## config.mk

```make
export PLATFORM = sky130hd
export DESIGN_NAME = code_memory_high_bank_flat
export DESIGN_NICKNAME = d
export VERILOG_FILES = /design/src/rtl/code_memory_high_bank_if.sv /design/src/rtl/code_memory_high_bank.sv /design/src/flat_wrapper.sv
export SDC_FILE = /design/constraint.sdc
export NUM_CORES = 1
export LEC_CHECK = 0
export CAP_MARGIN = 20
export CORE_ASPECT_RATIO = 1.1
export CORE_MARGIN = 5
export CORE_UTILIZATION = 40
export CTS_CLUSTER_DIAMETER = 60
export CTS_CLUSTER_SIZE = 16
export DETAILED_ROUTE_END_ITERATION = 16
export PLACE_DENSITY = 0.78
export REMOVE_ABC_BUFFERS = 1
export SLEW_MARGIN = 10
export SYNTH_ARGS = -nofsm -noshare
export SYNTH_HDL_FRONTEND = slang
export SYNTH_SLANG_ARGS = --single-unit
```

## constraint.sdc

```tcl
create_clock -name Clock -period 2.74 [get_ports Clock]
set_input_delay 0.274 -clock Clock [delete_from_list [all_inputs] [get_ports Clock]]
set_output_delay 0.274 -clock Clock [all_outputs]
set_load 0.02 [all_outputs]
```

## src/rtl/code_memory_high_bank_if.sv

```systemverilog
// Read/write port bundle between the fetch/programming logic (master)
// and the high code-memory bank (slave).
interface code_memory_high_bank_if;
  // Handshake: a request (rd_en or wr_en) is taken on any rising edge while the
  // bank is READY and reload is low. There is no back-pressure: an accepted read
  // answers with a one-cycle rd_valid pulse carrying rd_data one edge later, and
  // an accepted write answers with a one-cycle wr_ack pulse. Requests made
  // during LOAD, or on the reload edge, are dropped without a response.
  logic        rd_en;
  logic [3:0]  rd_addr;
  logic [15:0] rd_data;
  logic        rd_valid;
  logic        wr_en;
  logic [3:0]  wr_addr;
  logic [15:0] wr_data;
  logic        wr_ack;

  modport master (
    output rd_en, rd_addr, wr_en, wr_addr, wr_data,
    input  rd_data, rd_valid, wr_ack
  );

  modport slave (
    input  rd_en, rd_addr, wr_en, wr_addr, wr_data,
    output rd_data, rd_valid, wr_ack
  );
endinterface

```

## src/rtl/code_memory_high_bank.sv

```systemverilog
// High half of the i281 code memory: 16 x 16-bit bank that copies its presets
// after reset or reload, then serves reads and run-time overwrites.
module code_memory_high_bank (
  input  logic        Clock,
  input  logic        Reset_n,
  input  logic [15:0] b0I,
  input  logic [15:0] b1I,
  input  logic [15:0] b2I,
  input  logic [15:0] b3I,
  input  logic [15:0] b4I,
  input  logic [15:0] b5I,
  input  logic [15:0] b6I,
  input  logic [15:0] b7I,
  input  logic [15:0] b8I,
  input  logic [15:0] b9I,
  input  logic [15:0] b10I,
  input  logic [15:0] b11I,
  input  logic [15:0] b12I,
  input  logic [15:0] b13I,
  input  logic [15:0] b14I,
  input  logic [15:0] b15I,
  input  logic        reload,
  output logic        ready,
  output logic [3:0]  load_idx,
  output logic        fsm_state,
  code_memory_high_bank_if.slave bus
);

  typedef enum logic {
    LOAD  = 1'b0,
    READY = 1'b1
  } state_t;

  state_t      state_q, state_d;
  logic [3:0]  idx_q, idx_d;
  logic [15:0] mem [16];
  logic [15:0] presets [16];
  logic        load_we, user_we, rd_acc;

  assign presets[0]  = b0I;
  assign presets[1]  = b1I;
  assign presets[2]  = b2I;
  assign presets[3]  = b3I;
  assign presets[4]  = b4I;
  assign presets[5]  = b5I;
  assign presets[6]  = b6I;
  assign presets[7]  = b7I;
  assign presets[8]  = b8I;
  assign presets[9]  = b9I;
  assign presets[10] = b10I;
  assign presets[11] = b11I;
  assign presets[12] = b12I;
  assign presets[13] = b13I;
  assign presets[14] = b14I;
  assign presets[15] = b15I;

  // reload outranks everything: it suppresses the copy step, writes and reads.
  assign load_we = (state_q == LOAD)  && !reload;
  assign user_we = (state_q == READY) && !reload && bus.wr_en;
  assign rd_acc  = (state_q == READY) && !reload && bus.rd_en;

  always_comb begin
    state_d = state_q;
    idx_d   = idx_q;
    case (state_q)
      LOAD: begin
        if (reload) begin
          idx_d = 4'd0;
        end else if (idx_q == 4'd15) begin
          state_d = READY;
          idx_d   = 4'd0;
        end else begin
          idx_d = idx_q + 4'd1;
        end
      end
      READY: begin
        if (reload) begin
          state_d = LOAD;
          idx_d   = 4'd0;
        end
      end
      default: begin
        state_d = LOAD;
        idx_d   = 4'd0;
      end
    endcase
  end

  always_ff @(posedge Clock or negedge Reset_n) begin
    if (!Reset_n) begin
      state_q <= LOAD;
      idx_q   <= 4'd0;
    end else begin
      state_q <= state_d;
      idx_q   <= idx_d;
    end
  end

  // The read samples mem before this edge's write lands: read-before-write.
  always_ff @(posedge Clock or negedge Reset_n) begin
    if (!Reset_n) begin
      for (int i = 0; i < 16; i++) mem[i] <= 16'h0000;
      bus.rd_data  <= 16'h0000;
      bus.rd_valid <= 1'b0;
      bus.wr_ack   <= 1'b0;
    end else begin
      if (load_we) begin
        mem[idx_q] <= presets[idx_q];
      end else if (user_we) begin
        mem[bus.wr_addr] <= bus.wr_data;
      end
      if (rd_acc) bus.rd_data <= mem[bus.rd_addr];
      bus.rd_valid <= rd_acc;
      bus.wr_ack   <= user_we;
    end
  end

  assign ready     = (state_q == READY);
  assign load_idx  = idx_q;
  assign fsm_state = state_q;

endmodule

```

## src/flat_wrapper.sv

```systemverilog
// flat-port wrapper written by rule: the top's interface ports become plain ports
module code_memory_high_bank_flat 
  (Clock, Reset_n, b0I, b1I, b2I, b3I, b4I, b5I, b6I, b7I, b8I, b9I, b10I, b11I, b12I, b13I, b14I, b15I, reload, ready, load_idx, fsm_state, bus_rd_en, bus_rd_addr, bus_wr_en, bus_wr_addr, bus_wr_data, bus_rd_data, bus_rd_valid, bus_wr_ack);
  code_memory_high_bank_if bus_i ();
  input  logic Clock;
  input  logic Reset_n;
  input  logic [15:0] b0I;
  input  logic [15:0] b1I;
  input  logic [15:0] b2I;
  input  logic [15:0] b3I;
  input  logic [15:0] b4I;
  input  logic [15:0] b5I;
  input  logic [15:0] b6I;
  input  logic [15:0] b7I;
  input  logic [15:0] b8I;
  input  logic [15:0] b9I;
  input  logic [15:0] b10I;
  input  logic [15:0] b11I;
  input  logic [15:0] b12I;
  input  logic [15:0] b13I;
  input  logic [15:0] b14I;
  input  logic [15:0] b15I;
  input  logic reload;
  output logic ready;
  output logic [3:0] load_idx;
  output logic fsm_state;
  input wire logic [$bits(bus_i.rd_en)-1:0] bus_rd_en;
  input wire logic [$bits(bus_i.rd_addr)-1:0] bus_rd_addr;
  input wire logic [$bits(bus_i.wr_en)-1:0] bus_wr_en;
  input wire logic [$bits(bus_i.wr_addr)-1:0] bus_wr_addr;
  input wire logic [$bits(bus_i.wr_data)-1:0] bus_wr_data;
  output wire logic [$bits(bus_i.rd_data)-1:0] bus_rd_data;
  output wire logic [$bits(bus_i.rd_valid)-1:0] bus_rd_valid;
  output wire logic [$bits(bus_i.wr_ack)-1:0] bus_wr_ack;
  assign bus_i.rd_en = bus_rd_en;
  assign bus_i.rd_addr = bus_rd_addr;
  assign bus_i.wr_en = bus_wr_en;
  assign bus_i.wr_addr = bus_wr_addr;
  assign bus_i.wr_data = bus_wr_data;
  assign bus_rd_data = bus_i.rd_data;
  assign bus_rd_valid = bus_i.rd_valid;
  assign bus_wr_ack = bus_i.wr_ack;
  code_memory_high_bank u_core (.Clock(Clock), .Reset_n(Reset_n), .b0I(b0I), .b1I(b1I), .b2I(b2I), .b3I(b3I), .b4I(b4I), .b5I(b5I), .b6I(b6I), .b7I(b7I), .b8I(b8I), .b9I(b9I), .b10I(b10I), .b11I(b11I), .b12I(b12I), .b13I(b13I), .b14I(b14I), .b15I(b15I), .reload(reload), .ready(ready), .load_idx(load_idx), .fsm_state(fsm_state), .bus(bus_i));
endmodule
```

==> impl_metrics.csv <==
group,metric,value,unit
pwr,internal_power,0.00794,W
pwr,clkPwrFrac,30.0,%
global_routing,gr-usage-met3,6.01,%
clock_network,tritoncts,"yes",
pwr,powerDensity,551,nW/um^2
timing,slew_headroom,30.4,%
logic_synthesis,synth-seq-cells,279,
logic_synthesis,syn_area,15700,sq um
floorplan,rows,76,
timing,slew_violations,0,
timing,holdWs,280,ps
route,vias,14400,
route,routedWlPerCell,25.1,microns
logic_synthesis,ys_async_sr_fraction,100,%
worst_setup_path,crit_family,"buffers and inverters",
clock_network,clock_latency,540,ps
timing,min_period,2480,ps
worst_setup_path,arrival,2210,ps
worst_setup_path,cp_slowest_stage_delay,680,ps
logic_synthesis,synth_cell_type_count,43,
timing,setup_viol,0,
route,ant_nets,0,
timing,hold_viol_final,0,
pwr,power_frac_seq,46.7,%
placement,port_buffers,308,
floorplan,start_util,40.3,%
global_routing,grt_usage,25.5,%
logic_synthesis,syn_area_per_cell,10.8,sq um
layout,fin_cells,2240,
worst_setup_path,path_cells,"buf_4 -> clkdlybuf4s50_1",
route,dr.pass1.iters,7,
min_path,hp-class,"input pin to asynchronous set/reset pin",
status,outcome,"completed",
floorplan,ios,309,
global_routing,antenna_found_initial,0,
worst_setup_path,startpoint_type,"flip-flop",
logic_synthesis,synth_cells,1447,
global_routing,grt.met2_usage,42.7,%
logic_synthesis,synth_common_cells,"342 x nand2_1, 279 x dfrtp_1, 163 x o211ai_1, 114 x mux4_2, 68 x o221ai_1",
placement,gp_congestion,0.893,
worst_setup_path,required,2470,ps
pwr,p_sw,0.00318,W
layout,synthToLayoutAreaGrowth,28.7,%
route,drc,0,
placement,dpl.cell_count,2204,
layout,final_cell_area,20200,sq um
timing,rsz0062_at_grt,"false",
timing,tightest_slew,1040,ps
global_routing,grt_pass1_vias,15100,
floorplan,coreArea,39000,sq um
global_routing,grt_pass1_wl,86400,microns
logic_synthesis,yosys.area.top_type,"dfrtp_1",
global_routing,met1_usage,30.8,%
layout,antenna_cells,0,
timing,max_freq,0.403,GHz
logic_synthesis,synth_warnings,0,
worst_setup_path,crit_fanout,19,
global_routing,grt_max_degree,77,
worst_setup_path,cp_slowest_cell,"clkdlybuf4s50_1",
pwr,pwr-share-comb,23.3,%
logic_synthesis,ys_top_cells_by_area,"dfrtp_1 44%, mux4_2 16%, nand2_1 8.2%",
clock_network,clock-sinks,279,
worst_setup_path,end_kind,"primary output",
placement,dp_hpwl,38500,microns
clock_network,cts_buffers,23,
logic_synthesis,synth_seq_area_share,44.5,%
layout,layout-drive-gt1-share,14.5,%
global_routing,grt_overflow_total,0,
route,detail_route.vias_per_cell,6.43,
pwr,p_sw_share,28.6,%
floorplan,die_w,199,microns
clock_network,clkTransAtPathRegs,70,ps
floorplan,dieArea,43300,sq um
pwr,finalPower,0.0111,W
route,drt-initial-drc-count,1510,
timing,timing.final.crit_share,90.6,%
job,maxCapViolations,0,
timing,finalClockSkew,14.3,ps
layout,utilization,51.8,%
layout,fin_nets,2012,
clock_network,cts_resized,0,
clock_network,cts-root-buf,"clkbuf_16",
worst_setup_path,cp.buffers_inverters,2,
floorplan,die_h,218,microns
logic_synthesis,synthFlopType,"dfrtp_1",
logic_synthesis,synth_edf_count,0,
logic_synthesis,synth_top_cell_area_share,44.5,%
clock_network,htree_levels,1,
placement,placed_cell_area,19500,sq um
worst_setup_path,path_class,"flip-flop to primary output",
clock_network,clock_path_buffers,3,
pwr,power.leakage,7.96,nW
pwr,peakVddDrop,0.467,mV
logic_synthesis,synth_most_common_cell,"nand2_1",
global_routing,grt.busiest_layer,"met2",
route,wl,56200,microns
[registers in the layout, indices dropped and copies added (netlist names)]
signal               count
u_core.bus.rd_data      16
u_core.fsm_state         1
u_core.load_idx          4
u_core.bus.rd_valid      1
u_core.mem             256
u_core.bus.wr_ack        1
[logic make-up after synthesis]
kind of cell / share of synthesized area (%)
simple gates: 12.2
compound gates: 18.1
flops: 44.5
mux: 20.2
buf+inv: 4.61
fa+ha+maj: 0.319
xor+xnor: 0.0558
[area by class of cell]
type / count / area (sq um)
inverters: 17 / 63.8
clock buffers: 27 / 611
clock inverters: 8 / 106
flip-flops and latches: 279 / 6990
fillers: 3374 / 18800
well taps: 507 / 634
repair buffers: 394 / 3810
multi-input cells: 1008 / 7990
[cells in the final DEF, fill, tap and decap left out, types with 2 or more instances in the layout]
cell type | netlist | layout
a21oi_1 | 5 | 5
bufinv_16 | 0 | 2
clkbuf_1 | 64 | 2
buf_12 | 0 | 7
nor2b_1 | 14 | 14
and2_1 | 14 | 14
o221ai_1 | 68 | 68
a221o_1 | 4 | 4
mux2i_1 | 58 | 58
nand2_1 | 342 | 342
o211ai_2 | 4 | 4
dfrtp_1 | 279 | 276
a22oi_1 | 43 | 43
nor3b_2 | 2 | 2
a221oi_1 | 14 | 14
buf_2 | 59 | 3
nand4_1 | 4 | 4
buf_4 | 7 | 78
mux4_2 | 114 | 114
and3b_1 | 3 | 3
clkbuf_16 | 0 | 23
o211ai_1 | 163 | 163
nand3b_1 | 2 | 2
o21ai_0 | 57 | 57
a21o_1 | 3 | 3
nand3_1 | 56 | 56
clkdlybuf4s50_1 | 0 | 304
clkinvlp_4 | 0 | 2
dfrtp_4 | 0 | 2
nor2_1 | 8 | 8
inv_1 | 16 | 16
mux2i_2 | 2 | 2
a32oi_1 | 12 | 12
ha_1 | 4 | 4
clkbuf_8 | 0 | 2
inv_6 | 0 | 2
[path summary, 6_finish.rpt]
| path | slack, ps | endpoint | cells past startpoint | startpoint |
|---|---|---|---|---|
| worst min-delay path | 280 | u_core.mem[199] | 2 | Reset_n |
| worst max register to register | 420 | u_core.mem[213] | 6 | u_core.load_idx[0] |
| min in group Clock | 490 | u_core.bus.rd_data[14] | 1 | u_core.bus.rd_data[14] |
| worst max-delay path | 260 | load_idx[2] | 2 | u_core.load_idx[2] |
| worst min register to register | 490 | u_core.bus.rd_data[14] | 1 | u_core.bus.rd_data[14] |
| max in group asynchronous | 1590 | u_core.mem[22] | 3 | Reset_n |
[metrics by stage]
step / setup slack, ps / setup TNS (ps)
floorplan: -2030 / -467850
global placement: 442 / 0
detailed placement: 349 / 0
CTS: 223 / 0
global route: 188 / 0
finish: 257 / 0
[routing by layer]
layer	routed length [microns]	vias up	share of wire (%)
met3	5900	220	10
li1	-	6061	-
met2	27200	1020	48
met5	0	-	0
met1	19900	7093	35
met4	3150	0	5.6
[power by group through the flow]
| stage | logic [W] | registers (W) | clock network [W] |
|---|---|---|---|
| floorplan | 0.00146 | 0.00519 | 0 |
| global placement | 0.00248 | 0.00521 | 0 |
| detailed placement | 0.00259 | 0.00525 | 0 |
| CTS | 0.00260 | 0.00518 | 0.00335 |
| global route | 0.00283 | 0.00526 | 0.00353 |
| finish | 0.00259 | 0.00520 | 0.00334 |
[repair_timing]
action | in CTS | in global routing
buffers inserted | 0 | 0
endpoints found under the hold margin | 57 | 0
hold buffers | 1 | 0
Power figures use the tool's default switching activity.
